### src/rtl/rx_huge_page_sched_pkg.sv
// rx_huge_page_sched_pkg: constants and FSM encodings shared by the RX huge-page scheduler and RX trigger.
package rx_huge_page_sched_pkg;

    localparam int HP_HDR_QWORDS   = 16;
    localparam int HP_PAGE_QW_LOG2 = 18;
    localparam int HP_HOST_AW      = 64;
    localparam logic [HP_HOST_AW-1:0] HP_ALIGN_MASK = ~64'h1F_FFFF;

    typedef enum logic [4:0] {
        S_IDLE   = 5'b00001,
        S_ACTIVE = 5'b00010,
        S_WAIT   = 5'b00100,
        S_SWITCH = 5'b01000,
        S_NOTIFY = 5'b10000
    } hp_state_e;

endpackage

### src/rtl/rx_hp_slot_regs.sv
// rx_hp_slot_regs: ping-pong huge-page base registers, ready flags and sticky error detect.
module rx_hp_slot_regs
    import rx_huge_page_sched_pkg::*;
(
    input  logic                  i_clk,
    input  logic                  i_reset,
    input  logic                  i_wr_en,
    input  logic                  i_wr_slot,
    input  logic [HP_HOST_AW-1:0] i_wr_addr,
    input  logic                  i_cur,
    input  logic                  i_active,
    input  logic                  i_clr,
    input  logic                  i_ovf,
    input  logic                  i_sel,
    output logic [HP_HOST_AW-1:0] o_sel_base,
    output logic [1:0]            o_ready,
    output logic                  o_wr_err
);

    logic [HP_HOST_AW-1:0] r_base [2];
    logic [1:0]            r_ready;
    logic                  r_err;
    logic                  w_block;
    logic                  w_accept;

    assign w_block    = i_wr_en & i_active & (i_wr_slot == i_cur);
    assign w_accept   = i_wr_en & ~w_block;
    assign o_sel_base = r_base[i_sel];
    assign o_ready    = r_ready;
    assign o_wr_err   = r_err;

    // A host write landing on the slot being retired wins over the clear.
    always_ff @(posedge i_clk) begin
        if (i_reset) begin
            r_base[0] <= '0;
            r_base[1] <= '0;
            r_ready   <= '0;
            r_err     <= 1'b0;
        end else begin
            if (i_clr)
                r_ready[i_cur] <= 1'b0;
            if (w_accept) begin
                r_ready[i_wr_slot] <= 1'b1;
                r_base[i_wr_slot]  <= i_wr_addr & HP_ALIGN_MASK;
            end
            if (w_block | i_ovf)
                r_err <= 1'b1;
        end
    end

endmodule

### src/rtl/rx_huge_page_sched.sv
// rx_huge_page_sched: ping-pong 2 MB RX huge-page scheduler producing per-TLP host addresses.
module rx_huge_page_sched
    import rx_huge_page_sched_pkg::*;
#(
    parameter int HDR_QWORDS   = HP_HDR_QWORDS,
    parameter int PAGE_QW_LOG2 = HP_PAGE_QW_LOG2
) (
    input  logic                  i_clk,
    input  logic                  i_reset,
    input  logic                  i_hp_wr_en,
    input  logic                  i_hp_wr_slot,
    input  logic [HP_HOST_AW-1:0] i_hp_wr_addr,
    input  logic                  i_tlp_sent,
    input  logic [4:0]            i_tlp_qwords,
    input  logic                  i_change_huge_page,
    output logic                  o_change_huge_page_ack,
    output logic                  o_hp_valid,
    output logic [HP_HOST_AW-1:0] o_tlp_host_addr,
    output logic                  o_closed_req,
    output logic                  o_closed_slot,
    output logic [PAGE_QW_LOG2:0] o_closed_qwords,
    input  logic                  i_closed_ack,
    output logic [1:0]            o_slot_ready,
    output logic                  o_wr_err
);

    localparam int OW = PAGE_QW_LOG2 + 1;
    localparam logic [OW-1:0] HDR = OW'(HDR_QWORDS);

    hp_state_e             r_state;
    hp_state_e             w_state_nxt;
    logic                  r_cur;
    logic [OW-1:0]         r_off;
    logic                  r_ack;
    logic                  r_closed_req;
    logic                  r_closed_slot;
    logic [OW-1:0]         r_closed_qwords;
    logic [HP_HOST_AW-1:0] r_addr;
    logic                  w_valid;
    logic                  w_valid_nxt;
    logic                  w_switch;
    logic                  w_count;
    logic                  w_ovf;
    logic                  w_oth;
    logic                  w_cur_nxt;
    logic [OW-1:0]         w_off_sum;
    logic [OW-1:0]         w_off_nxt;
    logic [HP_HOST_AW-1:0] w_base_nxt;
    logic [1:0]            w_ready;

    assign w_valid     = (r_state == S_ACTIVE) || (r_state == S_NOTIFY);
    assign w_valid_nxt = (w_state_nxt == S_ACTIVE) || (w_state_nxt == S_NOTIFY);
    assign w_switch    = r_state == S_SWITCH;
    assign w_oth       = ~r_cur;
    assign w_count     = w_valid & i_tlp_sent;
    assign w_off_sum   = r_off + OW'(i_tlp_qwords);
    assign w_ovf       = w_count & w_off_sum[PAGE_QW_LOG2];
    assign w_cur_nxt   = r_cur ^ w_switch;
    assign w_off_nxt   = w_switch ? HDR : w_count ? w_off_sum : r_off;

    rx_hp_slot_regs u_slots (
        .i_clk      (i_clk),
        .i_reset    (i_reset),
        .i_wr_en    (i_hp_wr_en),
        .i_wr_slot  (i_hp_wr_slot),
        .i_wr_addr  (i_hp_wr_addr),
        .i_cur      (r_cur),
        .i_active   (w_valid),
        .i_clr      (w_switch),
        .i_ovf      (w_ovf),
        .i_sel      (w_cur_nxt),
        .o_sel_base (w_base_nxt),
        .o_ready    (w_ready),
        .o_wr_err   (o_wr_err)
    );

    always_comb begin
        w_state_nxt = r_state;
        case (r_state)
            S_IDLE:   w_state_nxt = w_ready[r_cur] ? S_ACTIVE : S_IDLE;
            S_ACTIVE: w_state_nxt = !i_change_huge_page ? S_ACTIVE : w_ready[w_oth] ? S_SWITCH : S_WAIT;
            S_WAIT:   w_state_nxt = w_ready[w_oth] ? S_SWITCH : S_WAIT;
            S_SWITCH: w_state_nxt = S_NOTIFY;
            S_NOTIFY: w_state_nxt = i_closed_ack ? S_ACTIVE : S_NOTIFY;
            default:  w_state_nxt = S_IDLE;
        endcase
    end

    // Address is built from next-cycle page/offset so it is ready together with hp_valid and ack.
    always_ff @(posedge i_clk) begin
        if (i_reset) begin
            r_state         <= S_IDLE;
            r_cur           <= 1'b0;
            r_off           <= HDR;
            r_ack           <= 1'b0;
            r_closed_req    <= 1'b0;
            r_closed_slot   <= 1'b0;
            r_closed_qwords <= '0;
            r_addr          <= '0;
        end else begin
            r_state      <= w_state_nxt;
            r_cur        <= w_cur_nxt;
            r_off        <= w_off_nxt;
            r_ack        <= w_switch;
            r_closed_req <= w_switch | (r_closed_req & ~i_closed_ack);
            if (w_switch) begin
                r_closed_slot   <= r_cur;
                r_closed_qwords <= r_off;
            end
            if (w_valid_nxt)
                r_addr <= w_base_nxt + HP_HOST_AW'({w_off_nxt, 3'b000});
        end
    end

    assign o_change_huge_page_ack = r_ack;
    assign o_hp_valid             = w_valid;
    assign o_tlp_host_addr        = r_addr;
    assign o_closed_req           = r_closed_req;
    assign o_closed_slot          = r_closed_slot;
    assign o_closed_qwords        = r_closed_qwords;
    assign o_slot_ready           = w_ready;

endmodule

### config.mk
export PLATFORM = sky130hd
export DESIGN_NAME = rx_huge_page_sched
export DESIGN_NICKNAME = d
export VERILOG_FILES = /design/src/rtl/rx_huge_page_sched_pkg.sv /design/src/rtl/rx_hp_slot_regs.sv /design/src/rtl/rx_huge_page_sched.sv
export SDC_FILE = /design/constraint.sdc
export NUM_CORES = 1
export LEC_CHECK = 0
export BUFFER_PORTS_ARGS = -buffer_cell sky130_fd_sc_hd__buf_2
export CAP_MARGIN = 20
export CORE_UTILIZATION = 30
export CTS_CLUSTER_SIZE = 12
export DETAILED_ROUTE_END_ITERATION = 12
export SYNTH_ARGS = -nofsm -noshare
export SYNTH_HDL_FRONTEND = slang
export SYNTH_HIERARCHICAL = 1
export SYNTH_SLANG_ARGS = --single-unit
### constraint.sdc
create_clock -name i_clk -period 10.9 [get_ports i_clk]
set_input_delay 0.545 -clock i_clk [delete_from_list [all_inputs] [get_ports i_clk]]
set_output_delay 0.545 -clock i_clk [all_outputs]
set_load 0.01 [all_outputs]
# Word-level counts from Yosys, hierarchy flattened
# Memories as Yosys holds them, arrays and structs flattened.
# Cells that the tools add are included.
[classes]
addsub = 2
magnitude_cmp = 5
eq_ne = 8
mux = 26
bitwise = 15
reduce_logical = 5
[ops]
columns = ["cell", "count"]
rows = [
  ["$add A64 B22 Y64", 1],
  ["$mux W43", 1],
  ["$reduce_or A43 Y1", 1],
  ["$mux W19", 2],
  ["$pmux W5 S5", 1],
  ["$add A19 B5 Y19", 1],
  ["$mux W1", 13],
  ["$eq A5 B2 Y1 const B", 2],
  ["$eq A5 B5 Y1 const B", 2],
  ["$mux W5", 2],
  ["$mux W2", 4],
  ["$and A1 B1 Y1", 6],
  ["$lt A1 B2 Y1 const B", 3],
  ["$eq A5 B1 Y1 const B", 1],
  ["$eq A5 B3 Y1 const B", 1],
  ["$eq A5 B4 Y1 const B", 1],
  ["$mux W4", 1],
  ["$not A1 Y1", 3],
  ["$and A2 B2 Y2", 1],
  ["$demux W1 S1", 2],
  ["$ge A1 B1 Y1 const B", 2],
  ["$logic_and A1 B1 Y1", 2],
  ["$logic_or A1 B1 Y1", 2],
  ["$not A2 Y2", 1],
  ["4 further kinds", 5],
]
[totals]
register_bits = 114
ramBits = 86
input_bits = 76
output_inout_bits = 90
wordCells = 72
memories = 1
[mem_list]
columns = ["name", "depth", "word_bits", "read_ports", "rd_ports_with_merged_regs", "wr", "line_no", "source"]
rows = [
  ["u_slots.r_base", 2, 43, 1, 0, 2, "rx_hp_slot_regs.sv:20", "logic [HP_HOST_AW-1:0] r_base [2];"],
]

# Logic depth before layout (Yosys ltp)
# Gate-level depths: netlist of run 1.
[logic_depth]
depth_word = 11
depth_mapped = 20
mapped_depth_nobuf = 19

# By module
# Netlist of run 1, hierarchy kept.
[modules_own_cells]
columns = ["mod", "n_inst", "cells_each", "area_each_um2", "seq_area_each_um2"]
rows = [
  ["rx_huge_page_sched", 1, 795, 6274.8, 2222.1],
  ["rx_hp_slot_regs", 1, 280, 4375.4, 2642.5],
]

# Least setup slack after synthesis of run 1
# Ideal clock, no wire load.
[synth_timing]
path_kind = "register to register"
start = "register r_state[1]"
end = "register r_addr[56] (netlist: o_tlp_host_addr[56])"
setup_time_ps = 91
arrival_ps = 4158
t_required_ps = 10809
setup_slack_ps = 6651
path_stages_with_launch = 17
n_path_buf = 4
period_less_slack_ps = 4249
cell_sequence = "dfxtp_1 -> clkbuf_1 -> or3_1 -> or3b_2 -> clkbuf_1 -> xnor2_1 -> clkbuf_1 -> buf_2 -> mux2_2 -> ha_1 -> o21a_1 -> o21bai_1 -> a21oi_1 -> o21ai_0 -> and2_1 -> or4_1 -> a311oi_1"
[synth_between]
word_cells_on_any_way = 16
classes_between = "1 x add/sub; 7 x eq/ne; 3 x mux; 2 x bitwise; 2 x reduce/logical; 1 x memory"
[synth_rtl]
columns = ["element", "line_no", "source"]
rows = [
  ["start, declared", "rx_huge_page_sched.sv:30", "hp_state_e r_state;"],
  ["start signal, assigned", "rx_huge_page_sched.sv:101", "r_state <= w_state_nxt;"],
  ["$eq A5 B4 Y1", "rx_huge_page_sched.sv:53", "assign w_switch = r_state == S_SWITCH;"],
  ["$xor A1 B1 Y1", "rx_huge_page_sched.sv:58", "assign w_cur_nxt = r_cur ^ w_switch;"],
  ["named net w_cur_nxt", "rx_huge_page_sched.sv:45", "logic w_cur_nxt;"],
  ["$mem_v2 Z2 W43", "-", ""],
  ["named net w_base_nxt[21]", "rx_huge_page_sched.sv:48", "logic [HP_HOST_AW-1:0] w_base_nxt;"],
  ["$add A64 B22 Y64", "rx_huge_page_sched.sv:111", "r_addr <= w_base_nxt + HP_HOST_AW'({w_off_nxt, 3'b000});"],
  ["end signal, assigned", "rx_huge_page_sched.sv:111", ""],
  ["end, declared", "rx_huge_page_sched.sv:38", "logic [HP_HOST_AW-1:0] r_addr;"],
]
# The timed path passes the listed nets, and every way through them passes these cells.
# A chain may end at the register's enable or synchronous reset.

# Final worst setup path of run 1
[layout_timing]
start = "register r_state[1]"
end = "register r_addr[62] (netlist: o_tlp_host_addr[62])"
# Same word-level chain as after synthesis.

==> flow_summary.yaml, run 1 <==
placed_design:
  place_area_mm2: 0.0116
  routabilityCongestion: 0.839
  portBuffers: 144
  place_hpwl_um: 19700
  pre_cts_slack_ps: 5500
worst_hold_path:
  hp-class: "in -> reg"
sta:
  fin_crit_sh: 0.486
  tns_ps: 0
  layout_min_cycle_time_ps: 5300
  finalSetupViolCount: 0
  clock_skew_ps: 16.0
  rsz0062_at_grt: "no"
  hold_violations: 0
  layout_setup_ws_ps: 5600
  max_freq_mhz: 189
  slew_viol_final: 0
  tightest_slew_ps: 1090
  slew_headroom: 0.273
cts:
  cts_root_buf: "clkbuf_16"
  insertion_delay_ps: 450
  htreeDepth: 4
  ctsHoldBuffers: 0
  post_cts_resized: 0
  clk_pin_slew_worst_paths_ps: 80
  cts_buffers: 17
  cts_tree: "yes"
  cts_buffer_depth: 2
  cts.sinks: 200
  post_cts_buffers: 0
die:
  die-area_mm2: 0.0363
  core-area_mm2: 0.0347
  start_util: 0.307
  fp.dieH_um: 190
  die_w_um: 190
  io_pins: 166
  num_rows: 68
finish:
  antennaDiodeCount: 0
  postLayoutCellArea_mm2: 0.0122
  postLayoutCoreUtil: 0.352
  nets: 1280
  seqCellArea_mm2: 0.00486
  n_fill_cell: 3586
  drive_gt1_frac: 0.244
  multi_input_area_mm2: 0.00534
  area_growth_pct: 14.8
flow_run:
  maxCapViolCount: 0
synth:
  synth_flop_cell: "dfxtp_1"
  netlist_instances: 1075
  netlist_area_mm2: 0.0107
  ys_warn_count: 6
  ys_seq_area_frac: 0.457
  synthDistinctLibCells: 68
  postSynthAreaPerCell_um2: 9.91
  ys_ff_latch: 200
  ys_async_sr_fraction: 0
  synth_edf_count: 86
setup_path:
  startpoint_type: "flip-flop"
  crit_type: "reg -> reg"
  endpoint_kind: "flip-flop"
  cp_max_fo: 44
  cp.arrival_ps: 5650
  required_ps: 11250
route:
  firstDrtPassIters: 5
  first_iter_violations: 556
  wire_per_inst_um: 17.6
  vias: 8246
  drc: 0
  wirelength_um: 28900
  final_antenna_net_count: 0
  via_per_inst: 5.01
power_and_ir_drop:
  p_leak_nw: 4.53
  max-vdd-ir-drop_mv: 0.107
  power.density_mw_per_mm2: 137
grt:
  grt_pass1_vias: 7971
  antenna_found_initial: 2
  grt_max_degree: 107
  grt_use_total: 0.162
  overflow: 0
  grt_first_pass_wirelength_um: 44700
outcome:
  status: "finished, final reports clean"
-- metrics by stage --
| step | hold slack, ps | power (mW) | std cells |
|---|---|---|---|
| 2_1_floorplan | 448 | 0.984 | 1095 |
| 3_3_place_gp | 439 | 1.04 | 1613 |
| 3_5_place_dp | 443 | 1.05 | 1613 |
| 4_1_cts | 372 | 1.70 | 1645 |
| 5_1_grt | 391 | 1.75 | 1646 |
| 6_report | 394 | 1.68 | 1646 |
-- logic make-up (layout without fill, tap and decap cells) --
| family | after synthesis | in the layout | synth area share |
|---|---|---|---|
| AO/OA/AOI/OAI | 175 | 175 | 0.106 |
| XOR/XNOR | 67 | 67 | 0.0551 |
| adder cells (fa/ha/maj) | 26 | 26 | 0.0320 |
| buffers and inverters | 100 | 196 | 0.0535 |
| flip-flops | 200 | 200 | 0.457 |
| multiplexers | 48 | 48 | 0.0502 |
| other | 1 | 21 | 0.000352 |
| AND/OR/NAND/NOR | 458 | 458 | 0.246 |
-- synth_stat cells (7+ instances only) --
library cell,instances,area (µm²)
clkbuf_1,41,154
buf_6,9,101
edfxtp_1,86,2580
dfxtp_1,114,2280
ha_1,24,300
xor2_1,28,245
o21ai_0,19,95.1
a21oi_1,70,350
o21bai_1,8,60.1
nor3_1,20,100
inv_1,8,30.0
and4_1,7,61.3
nand3b_1,7,52.6
nor3b_2,38,475
buf_4,24,180
and3_1,16,100
xnor2_1,39,342
buf_2,13,65.1
mux2_2,43,484
a311oi_1,9,78.8
nor4_1,15,93.8
nor2_1,106,398
nand2_1,116,435
nand3_1,27,135
a211oi_1,35,263
nor3b_1,50,375
nand4_1,14,87.6
-- final cells by class --
cell class | instances | area share
clock buffers | 18 | 0.0359
clock inverters | 14 | 0.0128
inverters | 9 | 0.00276
multi-input cells | 795 | 0.437
flip-flops and latches | 200 | 0.398
well taps | 455 | 0.0466
repair buffers | 155 | 0.0675
-- registers in the layout (all words and copies together) (netlist names), 2 cells and up --
name and count:
o_tlp_host_addr 64, r_state 5, o_closed_qwords 19, u_slots/r_base 86
u_slots/o_ready 2, r_off 19
-- cell usage in the layout (no fill, tap or decap), types with 35 or more instances in the layout --
cell type / Yosys / final
edfxtp_1: 86 / 86
nor3b_1: 50 / 50
buf_2: 13 / 143
nor2_1: 106 / 106
dfxtp_1: 114 / 114
a21oi_1: 70 / 70
nor3b_2: 38 / 38
a211oi_1: 35 / 35
mux2_2: 43 / 43
xnor2_1: 39 / 38
nand2_1: 116 / 116
-- critical path, cell delays in order (launching register included) --
cell	delay (ps)
dfxtp_1	400
or3_1	460
or3b_2	780
xnor2_2	210
buf_4	530
mux2_2	410
ha_1	240
or4_1	410
o21ai_0	80
a21oi_1	70
a41oi_2	630
nor2_1	370
and4_1	300
nor4_1	260
-- layer usage --
| metal | routed length, µm | global-route usage |
|---|---|---|
| met1 | 12500 | 0.200 |
| met2 | 14200 | 0.273 |
| met5 | 0 | 0 |
| met3 | 1630 | 0.0386 |
| met4 | 532 | 0.0557 |
-- power by group --
| part | leakage, nW | total [mW] | internal, mW | switching [mW] |
|---|---|---|---|---|
| clock | 0.296 | 0.650 | 0.333 | 0.317 |
| sequential | 1.80 | 0.846 | 0.826 | 0.0199 |
| combinational | 2.43 | 0.184 | 0.0728 | 0.111 |
-- worst paths after layout --
kind / startpoint / endpoint / slack, ps / cells after the start
max: r_state[1]$_SDFF_PP0_ / o_tlp_host_addr[62]$_SDFFE_PP0P_ / 5600 / 13
min: i_hp_wr_en / u_slots/o_wr_err$_SDFFE_PP0P_ / 390 / 3
max reg2reg: r_state[1]$_SDFF_PP0_ / o_tlp_host_addr[62]$_SDFFE_PP0P_ / 5600 / 13
min reg2reg: o_tlp_host_addr[4]$_SDFFE_PP0P_ / o_tlp_host_addr[4]$_SDFFE_PP0P_ / 450 / 2
Note: power is estimated with default switching activity, not from simulation.
==> run 2, diff against run 1 <==
==> constraint.sdc (replaced) <==
create_clock -name i_clk -period 4.8 [get_ports i_clk]
set_input_delay 0.24 -clock i_clk [delete_from_list [all_inputs] [get_ports i_clk]]
set_output_delay 0.24 -clock i_clk [all_outputs]
set_load 0.01 [all_outputs]
==> flow_summary.yaml, run 2 (synthesized netlist as in run 1, its figures left out) <==
outcome:
  status: "finished, final reports clean"
sta:
  rsz0062_at_grt: "no"
  clock_skew_ps: 14.2
  max_freq_mhz: 226
  layout_min_cycle_time_ps: 4420
  layout_setup_ws_ps: 380
  slew_headroom: 0.289
  fin_crit_sh: 0.921
  tns_ps: 0
  hold_violations: 0
  tightest_slew_ps: 1070
  finalSetupViolCount: 0
  slew_viol_final: 0
worst_hold_path:
  hold_depth: 3
  hp-start: "i_hp_wr_en"
  hp-class: "in -> reg"
  holdPathEnd: "u_slots/o_wr_err$_SDFFE_PP0P_"
setup_path:
  startpoint_type: "flip-flop"
  reg2reg_depth: 13
  cp.arrival_ps: 4780
  crit_type: "reg -> reg"
  reg2reg_to: "o_tlp_host_addr[61]$_SDFFE_PP0P_"
  ff2ff_setup_slack_ps: 380
  required_ps: 5160
  timing.rr.start: "r_state[1]$_SDFF_PP0_"
  cp_max_fo: 32
  critPathLaunch: "r_state[1]$_SDFF_PP0_"
  endpoint_kind: "flip-flop"
grt:
  grt_use_met3: 0.0351
  grt_use_total: 0.160
  grt_first_pass_wirelength_um: 45000
  use_met2: 0.267
  overflow: 0
  grt_pass1_vias: 7970
  grt_max_degree: 107
  antenna_found_initial: 2
  top_usage_layer: "met2"
  met1_usage: 0.207
finish:
  regMostFlops: "u_slots/r_base"
  largest_reg_flops: 86
  nets: 1288
  seqCellArea_mm2: 0.00486
  layout_common_cells: "buf_2, nand2_1, dfxtp_1"
  final_common_cell: "buf_2"
  drive_gt1_frac: 0.250
  multi_input_area_mm2: 0.00534
  area_growth_pct: 15.3
  n_fill_cell: 3545
flow_run:
  maxCapViolCount: 0
cts:
  clk_pin_slew_worst_paths_ps: 80
  htreeDepth: 4
  cts_buffer_depth: 2
  cts_buffers: 17
  post_cts_buffers: 0
  cts.sinks: 200
  cts_root_buf: "clkbuf_16"
  insertion_delay_ps: 460
  cts_tree: "yes"
route:
  drc: 0
  wire_per_inst_um: 17.2
  firstDrtPassIters: 5
  final_antenna_net_count: 0
  via_per_inst: 4.97
  first_iter_violations: 524
  wirelength_um: 28400
  vias: 8229
placed_design:
  routabilityCongestion: 0.842
  place_hpwl_um: 20000
  pre_cts_slack_ps: 349
  portBuffers: 144
power_and_ir_drop:
  p_leak_nw: 4.56
  power.density_mw_per_mm2: 305
  max-vdd-ir-drop_mv: 0.260
die:
  fp.dieH_um: 190
  io_pins: 166
  num_rows: 68
  core-area_mm2: 0.0347
  die-area_mm2: 0.0363
  die_w_um: 190
  start_util: 0.307
-- run 2: cell count changes in the layout (fill, tap and decap cells not counted), sizes merged --
cell and change:
inv +1, bufinv -1, buf +8, diode +1
-- run 2: cell type report --
cell class	instances	share of cell area
diodes	1	0.000204
well taps	455	0.0464
multi-input cells	795	0.435
clock inverters	14	0.0109
repair buffers	163	0.0732
flip-flops and latches	200	0.396
inverters	9	0.00275
clock buffers	18	0.0350
-- run 2: worst max-delay path by stage --
stage | slack [ps] | endpoint | depth (start not counted)
global placement | 380 | o_tlp_host_addr[54]$_SDFFE_PP0P_ | 19
CTS | 390 | o_tlp_host_addr[38]$_SDFFE_PP0P_ | 19
detailed placement | 350 | o_tlp_host_addr[38]$_SDFFE_PP0P_ | 20
finish | 380 | o_tlp_host_addr[61]$_SDFFE_PP0P_ | 13
global route | 10 | o_tlp_host_addr[62]$_SDFFE_PP0P_ | 16
floorplan | 550 | o_tlp_host_addr[56]$_SDFFE_PP0P_ | 16
-- run 2: power by group --
| part | total, mW | leakage [nW] | switching [mW] | internal (mW) |
|---|---|---|---|---|
| clock | 1.41 | 0.281 | 0.720 | 0.689 |
| combinational | 0.415 | 2.47 | 0.250 | 0.165 |
| sequential | 1.92 | 1.80 | 0.0463 | 1.88 |
| total | 3.75 | 4.56 | 1.02 | 2.73 |
-- run 2: what timing repair did --
action	CTS	global route
resized for setup	0	1
endpoints found under the hold margin	0	0
hold buffers	0	0
endpoints found under the setup margin	0	4
-- run 2: stage by stage --
step	utilization	cell area (µm²)	power [mW]	cells	hold slack, ps
2_1_floorplan	-	10700	2.23	1095	354
3_3_place_gp	0.336	11700	2.37	1621	434
3_5_place_dp	0.336	11700	2.37	1621	444
4_1_cts	0.353	12200	3.78	1653	58.7
5_1_grt	0.354	12300	3.91	1655	76.2
6_report	0.354	12300	3.75	1655	74.4
-- run 2: worst max-delay path: stages, from the launching register on --
cell	delay, ps
dfxtp_1	390
or3_1	470
or3b_2	540
xnor2_2	230
buf_12	250
mux2_2	260
nand4_1	100
nor2_1	210
and4_1	330
nand4_1	130
nor3b_1	500
nand3_1	170
or4_1	420
a311oi_1	280
-- run 2: layer usage --
layer / vias up / wire [µm]
met4: 0 / 404
met5: - / 0
met1: 3942 / 12700
met3: 25 / 1560
met2: 209 / 13700
li1: 4053 / -
==> run 3, diff against run 2 <==
==> constraint.sdc (replaced) <==
create_clock -name i_clk -period 4.8 [get_ports i_clk]
set_input_delay 0.96 -clock i_clk [delete_from_list [all_inputs] [get_ports i_clk]]
set_output_delay 0.96 -clock i_clk [all_outputs]
set_load 0.01 [all_outputs]
==> flow_summary.yaml, run 3 (synthesized netlist as in run 1, its figures left out) <==
cts:
  cts_root_buf: "clkbuf_16"
  ctsHoldBuffers: 0
  cts_tree: "yes"
  post_cts_resized: 0
  cts_buffer_depth: 2
  post_cts_buffers: 0
  cts_buffers: 17
  cts.sinks: 200
  clk_pin_slew_worst_paths_ps: 90
  insertion_delay_ps: 460
  htreeDepth: 4
setup_path:
  endpoint_kind: "flip-flop"
  max_stage_delay_ps: 500
  crit_type: "in -> reg"
  critPathTopFamily: "compound AO/OA/AOI/OAI gates"
  slowest_stage: "or4_1"
  required_ps: 5170
  crit_path_frequent_cell: "nor2_1"
  crit_buf_inv: 2
  cp.arrival_ps: 4790
  startpoint_type: "input pin"
  worstPathCellList: "buf_2 -> ha_1 -> fa_1 -> a21o_1 -> a21o_1 -> a21oi_1 -> nor2_1 -> nand3_1 -> nor2_1 -> xnor2_1 -> nor2_1 -> ha_1 -> or4_1 -> o21ai_0 -> a21oi_1 -> a41oi_2 -> buf_4 -> nor4_1 -> xnor2_1 -> a211oi_1"
  cp_max_fo: 4
finish:
  layout_common_cells: "buf_2, nand2_1, dfxtp_1"
  nets: 1300
  postLayoutCoreUtil: 0.357
  area_growth_pct: 16.5
  n_fill_cell: 3589
  postLayoutCellArea_mm2: 0.0124
  largest_reg_flops: 86
  drive_gt1_frac: 0.258
  final_cell_count_no_fill: 1668
  final_common_cell: "buf_2"
  regMostFlops: "u_slots/r_base"
placed_design:
  place_hpwl_um: 20200
  place_area_mm2: 0.0118
  portBuffers: 144
  routabilityCongestion: 0.855
  placed_cells: 1634
grt:
  antenna_found_initial: 2
  grt_use_total: 0.164
  grt_pass1_vias: 8186
  grt_first_pass_wirelength_um: 45400
  grt_max_degree: 64
  overflow: 0
outcome:
  status: "finished, final reports clean"
die:
  io_pins: 166
  fp.dieH_um: 190
  die-area_mm2: 0.0363
  start_util: 0.307
  num_rows: 68
  die_w_um: 190
  core-area_mm2: 0.0347
power_and_ir_drop:
  p_leak_nw: 4.62
  p_total_mw: 3.85
  power.density_mw_per_mm2: 310
  max-vdd-ir-drop_mv: 0.282
route:
  drc: 0
  first_iter_violations: 406
  final_antenna_net_count: 0
  firstDrtPassIters: 5
  via_per_inst: 4.96
  wirelength_um: 28900
  wire_per_inst_um: 17.3
  vias: 8270
sta:
  slew_viol_final: 0
  hold_violations: 0
  slew_headroom: 0.254
  clock_skew_ps: 19.3
  rsz0062_at_grt: "no"
  fin_crit_sh: 0.920
  layout_min_cycle_time_ps: 4410
  hold_ws_ps: 448
  finalSetupViolCount: 0
  tightest_slew_ps: 1120
  max_freq_mhz: 227
flow_run:
  maxCapViolCount: 0
worst_hold_path:
  hp-class: "reg -> reg"
==> run 3: worst register-to-register path: cells and delay by family (launching register included) <==
| family | cells | cell delay, ps |
|---|---|---|
| simple gates | 8 | 2910 |
| flops | 1 | 390 |
| compound gates | 1 | 290 |
| mux | 1 | 280 |
| buf+inv | 1 | 230 |
| xor+xnor | 1 | 190 |
==> run 3: path summary, 6_finish.rpt <==
kind / start / endpoint / slack, ps / cells after the start
min reg2reg: o_tlp_host_addr[17]$_SDFFE_PP0P_ / o_tlp_host_addr[17]$_SDFFE_PP0P_ / 450 / 2
max reg2reg: r_state[1]$_SDFF_PP0_ / o_tlp_host_addr[61]$_SDFFE_PP0P_ / 420 / 12
max: i_tlp_qwords[0] / o_tlp_host_addr[58]$_SDFFE_PP0P_ / 390 / 20
min: o_tlp_host_addr[17]$_SDFFE_PP0P_ / o_tlp_host_addr[17]$_SDFFE_PP0P_ / 450 / 2
==> run 3: through the flow <==
step	setup TNS, ps	setup WS [ps]
floorplan	0	146
global placement	-74.2	-22.1
detailed placement	-290	-51.6
CTS	0	401
global route	0	42.7
finish	0	386
==> run 3: metal layers <==
metal	global-route usage	routed length [µm]	up-vias
met5	0	0	-
met4	0.0625	600	0
met3	0.0421	1520	32
met2	0.273	14100	186
met1	0.202	12700	3971
li1	-	-	4081
==> run 3: where the power goes <==
group,switching (mW),leakage [nW],internal [mW]
registers,0.0476,1.80,1.88
logic,0.252,2.52,0.164
clock network,0.771,0.298,0.736
==> run 3: layout make-up <==
class / instances / area, µm² / share of cell area
Multi-Input combinational cell: 795 / 5340 / 0.431
Sequential cell: 200 / 4860 / 0.392
Timing Repair Buffer: 175 / 968 / 0.0781
Tap cell: 455 / 569 / 0.0459
Clock buffer: 18 / 450 / 0.0363
Clock inverter: 14 / 171 / 0.0138
Inverter: 9 / 33.8 / 0.00272
Antenna cell: 2 / 5.00 / 0.000404
